File: src/rtl/spi_wb_target.sv
// SPI target (mode 0, MSB first) that issues 32-bit Wishbone cycles.
// Optional burst auto-increment: define SPI_WB_AUTOINC_EN.
module spi_wb_target #(
    parameter int SYNC_STAGES = 2,
    parameter int TIMEOUT     = 255
) (
    input  logic        wb_clk_i,
    input  logic        wb_rst_i,
    input  logic        sclk_pad_i,
    input  logic        ss_pad_i,
    input  logic        mosi_pad_i,
    output logic        miso_pad_o,
    output logic        miso_oe_o,
    output logic [31:0] wb_adr_o,
    output logic [31:0] wb_dat_o,
    output logic [3:0]  wb_sel_o,
    output logic        wb_we_o,
    output logic        wb_cyc_o,
    output logic        wb_stb_o,
    input  logic [31:0] wb_dat_i,
    input  logic        wb_ack_i,
    input  logic        wb_err_i,
    output logic        busy_o
);

    typedef enum logic [2:0] {
        S_IDLE, S_CMD, S_ADDR, S_WDATA, S_WB, S_RDATA, S_STAT, S_DONE
    } state_t;

    state_t r_state, w_next;

    logic [SYNC_STAGES-1:0] r_sclk_s, r_ss_s, r_mosi_s;
    logic        r_sclk_d, r_ss_d;
    logic [30:0] r_sh;
    logic [31:0] r_adr, r_dat, r_miso;
    logic [3:0]  r_sel;
    logic        r_we, r_cyc, r_rose;
    logic [5:0]  r_cnt;
    logic [15:0] r_tmo;
    logic [7:0]  r_stat;

    logic        w_sclk, w_mosi, w_ss_lo, w_ss_fall, w_rise, w_fall;
    logic        w_last, w_done;
    logic [5:0]  w_len;
    logic [31:0] w_sh_next, w_rdt;
    logic [7:0]  w_status;

    assign w_sclk    = r_sclk_s[SYNC_STAGES-1];
    assign w_mosi    = r_mosi_s[SYNC_STAGES-1];
    assign w_ss_lo   = ~r_ss_s[SYNC_STAGES-1];
    assign w_ss_fall = w_ss_lo & r_ss_d;
    assign w_rise    = w_sclk & ~r_sclk_d & w_ss_lo;
    // a falling edge only counts once its rising edge was seen in this phase
    assign w_fall    = ~w_sclk & r_sclk_d & w_ss_lo & r_rose;
    assign w_sh_next = {r_sh, w_mosi};
    assign w_last    = (r_cnt == w_len);
    assign w_done    = wb_ack_i | wb_err_i | (r_tmo == 16'(TIMEOUT - 1));
    assign w_status  = wb_err_i ? 8'hE1 : (wb_ack_i ? 8'hA5 : 8'hE2);
    assign w_rdt     = (wb_ack_i & ~wb_err_i) ? wb_dat_i : 32'h0;

    assign miso_pad_o = r_miso[31];
    assign miso_oe_o  = w_ss_lo;
    assign wb_cyc_o   = r_cyc;
    assign wb_stb_o   = r_cyc;
    assign wb_adr_o   = r_cyc ? r_adr : 32'h0;
    assign wb_dat_o   = r_cyc ? r_dat : 32'h0;
    assign wb_sel_o   = r_cyc ? r_sel : 4'h0;
    assign wb_we_o    = r_cyc & r_we;
    assign busy_o     = (r_state != S_IDLE) | r_cyc;

    // Field length of the current state
    always_comb begin
        w_len = 6'd31;
        if (r_state == S_CMD || r_state == S_STAT) w_len = 6'd7;
    end

    // Pad synchronizers and one-cycle edge history
    always_ff @(posedge wb_clk_i) begin
        if (wb_rst_i) begin
            r_sclk_s <= '0;
            r_ss_s   <= '1;
            r_mosi_s <= '0;
            r_sclk_d <= 1'b0;
            r_ss_d   <= 1'b1;
        end else begin
            r_sclk_s <= {r_sclk_s[SYNC_STAGES-2:0], sclk_pad_i};
            r_ss_s   <= {r_ss_s[SYNC_STAGES-2:0], ss_pad_i};
            r_mosi_s <= {r_mosi_s[SYNC_STAGES-2:0], mosi_pad_i};
            r_sclk_d <= w_sclk;
            r_ss_d   <= r_ss_s[SYNC_STAGES-1];
        end
    end

    // State register
    always_ff @(posedge wb_clk_i) begin
        if (wb_rst_i) r_state <= S_IDLE;
        else          r_state <= w_next;
    end

    // Next-state logic; a live bus cycle is always finished first
    always_comb begin
        w_next = r_state;
        unique case (r_state)
            S_IDLE:  if (w_ss_fall) w_next = S_CMD;
            S_CMD:   if (!w_ss_lo) w_next = S_IDLE;
                     else if (w_rise && w_last) w_next = S_ADDR;
            S_ADDR:  if (!w_ss_lo) w_next = S_IDLE;
                     else if (w_rise && w_last)
                         w_next = r_we ? S_WDATA : S_WB;
            S_WDATA: if (!w_ss_lo) w_next = S_IDLE;
                     else if (w_rise && w_last) w_next = S_WB;
            S_WB:    if (w_done)
                         w_next = !w_ss_lo ? S_IDLE :
                                  (r_we ? S_STAT : S_RDATA);
            S_RDATA: if (!w_ss_lo) w_next = S_IDLE;
                     else if (w_fall && w_last) w_next = S_STAT;
            S_STAT:  if (!w_ss_lo) w_next = S_IDLE;
`ifdef SPI_WB_AUTOINC_EN
                     else if (w_fall && w_last)
                         w_next = r_we ? S_WDATA : S_WB;
`else
                     else if (w_fall && w_last) w_next = S_DONE;
`endif
            S_DONE:  if (!w_ss_lo) w_next = S_IDLE;
            default: w_next = S_IDLE;
        endcase
    end

    // Shift registers, bit/timeout counters and bus cycle control
    always_ff @(posedge wb_clk_i) begin
        if (wb_rst_i) begin
            r_sh   <= '0;
            r_adr  <= '0;
            r_dat  <= '0;
            r_miso <= '0;
            r_sel  <= '0;
            r_we   <= 1'b0;
            r_cyc  <= 1'b0;
            r_rose <= 1'b0;
            r_cnt  <= '0;
            r_tmo  <= '0;
            r_stat <= '0;
        end else begin
            unique case (r_state)
                S_IDLE: begin
                    r_cnt  <= '0;
                    r_rose <= 1'b0;
                    r_miso <= '0;
                end
                S_CMD, S_ADDR, S_WDATA: if (w_rise) begin
                    r_sh  <= w_sh_next[30:0];
                    r_cnt <= w_last ? 6'd0 : r_cnt + 6'd1;
                    if (w_last) begin
                        if (r_state == S_CMD) begin
                            r_we  <= w_sh_next[7];
                            r_sel <= w_sh_next[3:0];
                        end else if (r_state == S_ADDR) begin
                            r_adr <= w_sh_next;
                            if (!r_we) begin
                                r_cyc <= 1'b1;
                                r_tmo <= '0;
                            end
                        end else begin
                            r_dat <= w_sh_next;
                            r_cyc <= 1'b1;
                            r_tmo <= '0;
                        end
                    end
                end
                S_WB: begin
                    if (w_done) begin
                        r_cyc  <= 1'b0;
                        r_cnt  <= '0;
                        r_rose <= 1'b0;
                        r_stat <= w_status;
                        if (w_ss_lo)
                            r_miso <= r_we ? {w_status, 24'h0} : w_rdt;
                    end else begin
                        r_tmo <= r_tmo + 16'd1;
                    end
                end
                S_RDATA, S_STAT: begin
                    if (w_rise) begin
                        r_rose <= 1'b1;
                    end else if (w_fall) begin
                        r_rose <= 1'b0;
                        r_cnt  <= w_last ? 6'd0 : r_cnt + 6'd1;
                        if (!w_last) begin
                            r_miso <= {r_miso[30:0], 1'b0};
                        end else if (r_state == S_RDATA) begin
                            r_miso <= {r_stat, 24'h0};
                        end else begin
                            r_miso <= '0;
`ifdef SPI_WB_AUTOINC_EN
                            r_adr <= r_adr + 32'd4;
                            if (!r_we) begin
                                r_cyc <= 1'b1;
                                r_tmo <= '0;
                            end
`endif
                        end
                    end
                end
                default: ;
            endcase
        end
    end

endmodule

File: config.mk
export PLATFORM = sky130hd
export DESIGN_NAME = spi_wb_target
export DESIGN_NICKNAME = d
export VERILOG_FILES = /design/src/rtl/spi_wb_target.sv
export SDC_FILE = /design/constraint.sdc
export NUM_CORES = 1
export LEC_CHECK = 0
export ABC_AREA = 0
export ABC_CLOCK_PERIOD_IN_PS = 6700
export BUFFER_PORTS_ARGS = -buffer_cell sky130_fd_sc_hd__buf_2
export CORE_MARGIN = 8
export CORE_UTILIZATION = 30
export CTS_CLUSTER_SIZE = 30
export DETAILED_ROUTE_END_ITERATION = 6
export GPL_TIMING_DRIVEN = 0
export PLACE_DENSITY = 0.57
export SKIP_LAST_GASP = 1
export SLEW_MARGIN = 40
export SYNTH_ARGS = -nofsm -noshare
export SYNTH_HDL_FRONTEND = slang
export SYNTH_SLANG_ARGS = --single-unit
File: constraint.sdc
create_clock -name wb_clk_i -period 6.7 [get_ports wb_clk_i]
set_clock_uncertainty 0.05 [all_clocks]
set_input_delay 0.335 -clock wb_clk_i [delete_from_list [all_inputs] [get_ports wb_clk_i]]
set_output_delay 0.335 -clock wb_clk_i [all_outputs]
set_load 0.02 [all_outputs]
==> results.txt <==
Layout area overhead = 20.66%
WL per Instance = 14.85 um
FF-to-FF path depth = 8
min Tclk post-route = 2.775 ns
Least-Margin Pin Slew = 0.7207 ns
WHS Endpoint = r_ss_s[0]
initial antenna violation count = 1
port bufs = 111
endpoints failing hold = 0
global route overflow = 0
FF-to-FF End = r_miso[8]
Initial Utilization = 30.23%
Rel. slew slack = 51.59%
critical path data required time = 7.01 ns
top_reg_cell synth = dfxtp_1
maximum fanout along the worst path = 10
via/cell ratio = 4.751
total CTS buffers = 17
layout cells sized above 1 = 20.64%
routability cong. = 0.8730
CTS sink count = 172
CTS clk-pin slew, worst paths = 0.07 ns
simple-gate portion of the synthesized area = 31.21%
Async SR Flop Fraction = 0%
Root Driver = clkbuf_16
setup slack after layout = 3.925 ns
cts repair resizes = 0
data arrival time of the worst path = 3.09 ns
Tot Pwr = 0.002087 W
ANT nets after route = 0
Pre-antenna DRT Iters = 5
Max Freq = 0.3604 GHz
post-synthesis cell area = 0.007546 sq mm
Synth Area in XOR/XNOR = 2.089%
drt initial violations = 481
Antenna Diode Count = 0
dpl cells = 1354
WL final = 20.58 mm
average size of a mapped cell = 8.265 sq um
drt drc = 0
Worst VDD drop = 0.1123 mV
die area = 0.03048 sq mm
die width = 174.6 um
Post-Layout Cell Count = 1386
Hold Path Cell Cnt = 2
Tcrit/Tclk final = 41.41%
Total Routing Usage GR = 13.54%
Max clock buf depth = 2
internal reg-to-reg setup slack = 3.93 ns
setup violators final = 0
main combinational cell family by area after synthesis = simple AND/OR/NAND/NOR gates
global-route wire length before repair = 33.75 mm
Yosys warning total = 0
max-cap violation count = 0
CTS HTree Levels = 4
FF-to-FF Start = r_cnt[0]
worst skew pair latency = 0.43 ns
element type at the critical path start = flip-flop
RSZ-0062 raised after global routing = no
CP Capture Type = flip-flop
mux cell area share after synthesis = 0.6632%
via count of the first global-routing pass = 6510
Post-CTS Setup Inserts = 0
Cell Pwr Density = 229.2 mW/mm^2
status = complete, no violations
I/O pin total = 113
Max Slew Vio Count = 0
setup_tns = 0 ns
Post-Synthesis Cells = 913
Mapped Nets = 955
Hold Buf Count CTS = 0
Hold WC Path Type = input port to flip-flop
core area = 0.02496 sq mm
critical path type = flip-flop to flip-flop
largest net degree at the start of global routing = 19
adder-cell area share of the yosys netlist = 0.4974%
fin nets = 1085
row cnt = 58
register area share after synthesis = 45.63%
number of synthesized register bits = 172
Hold Startpoint = ss_pad_i
Die H = 174.6 um
leak pwr = 3.337 nW
hpwl dp = 15.21 mm
utilization after layout = 36.47%
DR vias = 6585
Compound-Gate Fraction of Synth Area = 15.74%
pre-CTS setup slack = 3.935 ns
EDFF count, synth = 0
TritonCTS clock tree = yes
Netlist cell types = 55
==> logic make-up (layout without fill, tap and decap cells) <==
| logic type | count (synthesis) | in the layout |
|---|---|---|
| AO/OA/AOI/OAI | 171 | 171 |
| XOR/XNOR | 18 | 18 |
| adder cells (fa/ha/maj) | 3 | 3 |
| buffers and inverters | 74 | 217 |
| flip-flops | 172 | 172 |
| multiplexers | 5 | 5 |
| AND/OR/NAND/NOR | 470 | 470 |
==> metrics by stage <==
stage | cell area [sq um] | hold WS [ns]
detailed placement | 8521 | 0.3452
finish | 9105 | 0.04132
global placement | 8514 | 0.3456
global route | 9105 | 0.02919
CTS | 9105 | 0.01782
floorplan | 7546 | 0.3395
==> routing by layer <==
| metal | part of all wire (%) | global-route usage, % | vias up |
|---|---|---|---|
| met5 | 0.063 | 0 | - |
| met4 | 1.6 | 4.521 | 2 |
| met3 | 4.4 | 3.346 | 24 |
| met2 | 47 | 22.37 | 116 |
| met1 | 47 | 17.00 | 3084 |
| li1 | - | - | 3359 |
==> cells in the mapped netlist, types with 2 or more instances <==
| master | number | area, sq um |
|---|---|---|
| dfxtp_1 | 172 | 3443 |
| buf_4 | 8 | 60.06 |
| ha_1 | 3 | 37.54 |
| or3_1 | 7 | 43.79 |
| nor4_1 | 5 | 31.28 |
| a21oi_1 | 106 | 530.5 |
| nor2b_1 | 8 | 50.05 |
| nor3b_1 | 5 | 37.54 |
| o41ai_1 | 2 | 17.52 |
| a221oi_2 | 17 | 255.2 |
| and2_1 | 69 | 431.7 |
| inv_1 | 8 | 30.03 |
| or2_2 | 5 | 31.28 |
| nor3_1 | 24 | 120.1 |
| buf_2 | 6 | 30.03 |
| mux2i_1 | 5 | 50.05 |
| or3b_2 | 2 | 17.52 |
| xnor2_1 | 18 | 157.7 |
| and3_1 | 3 | 18.77 |
| a211oi_1 | 8 | 60.06 |
| a32o_1 | 3 | 30.03 |
| nand4_1 | 6 | 37.54 |
| nand3_1 | 11 | 55.05 |
| nor4b_1 | 3 | 26.28 |
| clkbuf_1 | 52 | 195.2 |
| o21ai_0 | 6 | 30.03 |
| o21bai_1 | 3 | 22.52 |
| nand2_1 | 204 | 765.7 |
| nor3_2 | 28 | 280.3 |
| nor2_1 | 79 | 296.5 |
| a221oi_1 | 13 | 113.9 |
==> worst max-delay path, stage by stage (launching register included) <==
cell	delay, ns
dfxtp_1	0.34
ha_1	0.25
nand3b_2	0.24
nor3_1	0.11
or3_1	0.31
a21boi_1	0.38
clkbuf_1	0.61
a221oi_1	0.23
nor3_2	0.18
==> layout make-up <==
cell class                 instances  area [sq um]
inverter                           8         30.03
sequential                       172          3443
multi-input combinational        667          3794
buffer                            66         285.3
timing repair buffer             111         555.5
clock inverter                    15         158.9
clock buffer                      17         425.4
fill                            2655         15860
tap                              330         412.9
==> registers in the layout, summed over array words and instances, names as in the netlist <==
register,cells
r_sclk_s,2
r_state,3
r_ss_s,2
wb_cyc_o,1
r_we,1
r_mosi_s,2
r_sclk_d,1
r_stat,5
r_miso,32
r_ss_d,1
r_sh,31
r_cnt,6
r_rose,1
r_sel,4
r_dat,32
r_adr,32
r_tmo,16
==> cells in the final DEF (no fill, tap or decap), drive strengths merged, types with 2 or more instances in the layout <==
cell type,count
nor2,80
buf,125
a21oi,106
clkbuf,69
nor4b,4
o41ai,3
o21bai,4
a211oi,9
and2,69
o21ai,7
nand3b,2
nor3b,5
dfxtp,172
nor2b,8
inv,13
nor3,52
a32o,3
or3,7
a221oi,30
xnor2,18
nand4,6
nor4,6
mux2i,5
or3b,3
clkinv,8
ha,3
or2,5
and3,3
clkinvlp,2
nand3,11
nand2,204
or4b,2
==> worst max-delay path by stage <==
stage,startpoint,end,slack (ns),cells past startpoint
floorplan,r_tmo[0],r_miso[10],4.39,9
global placement,r_state[2],r_adr[9],3.77,6
detailed placement,r_cnt[0],r_miso[8],3.93,8
CTS,r_cnt[0],r_miso[8],3.90,8
global route,r_cnt[0],r_miso[8],3.72,8
finish,r_cnt[0],r_miso[8],3.93,8
==> where the power goes <==
| part | total, W | internal (W) | switching [W] |
|---|---|---|---|
| logic | 0.0000894 | 0.0000314 | 0.0000581 |
| registers | 0.00104 | 0.00103 | 0.00000583 |
| clock network | 0.000961 | 0.000496 | 0.000465 |
| total | 0.00209 | 0.00156 | 0.000529 |
Power figures use the tool's default switching activity.
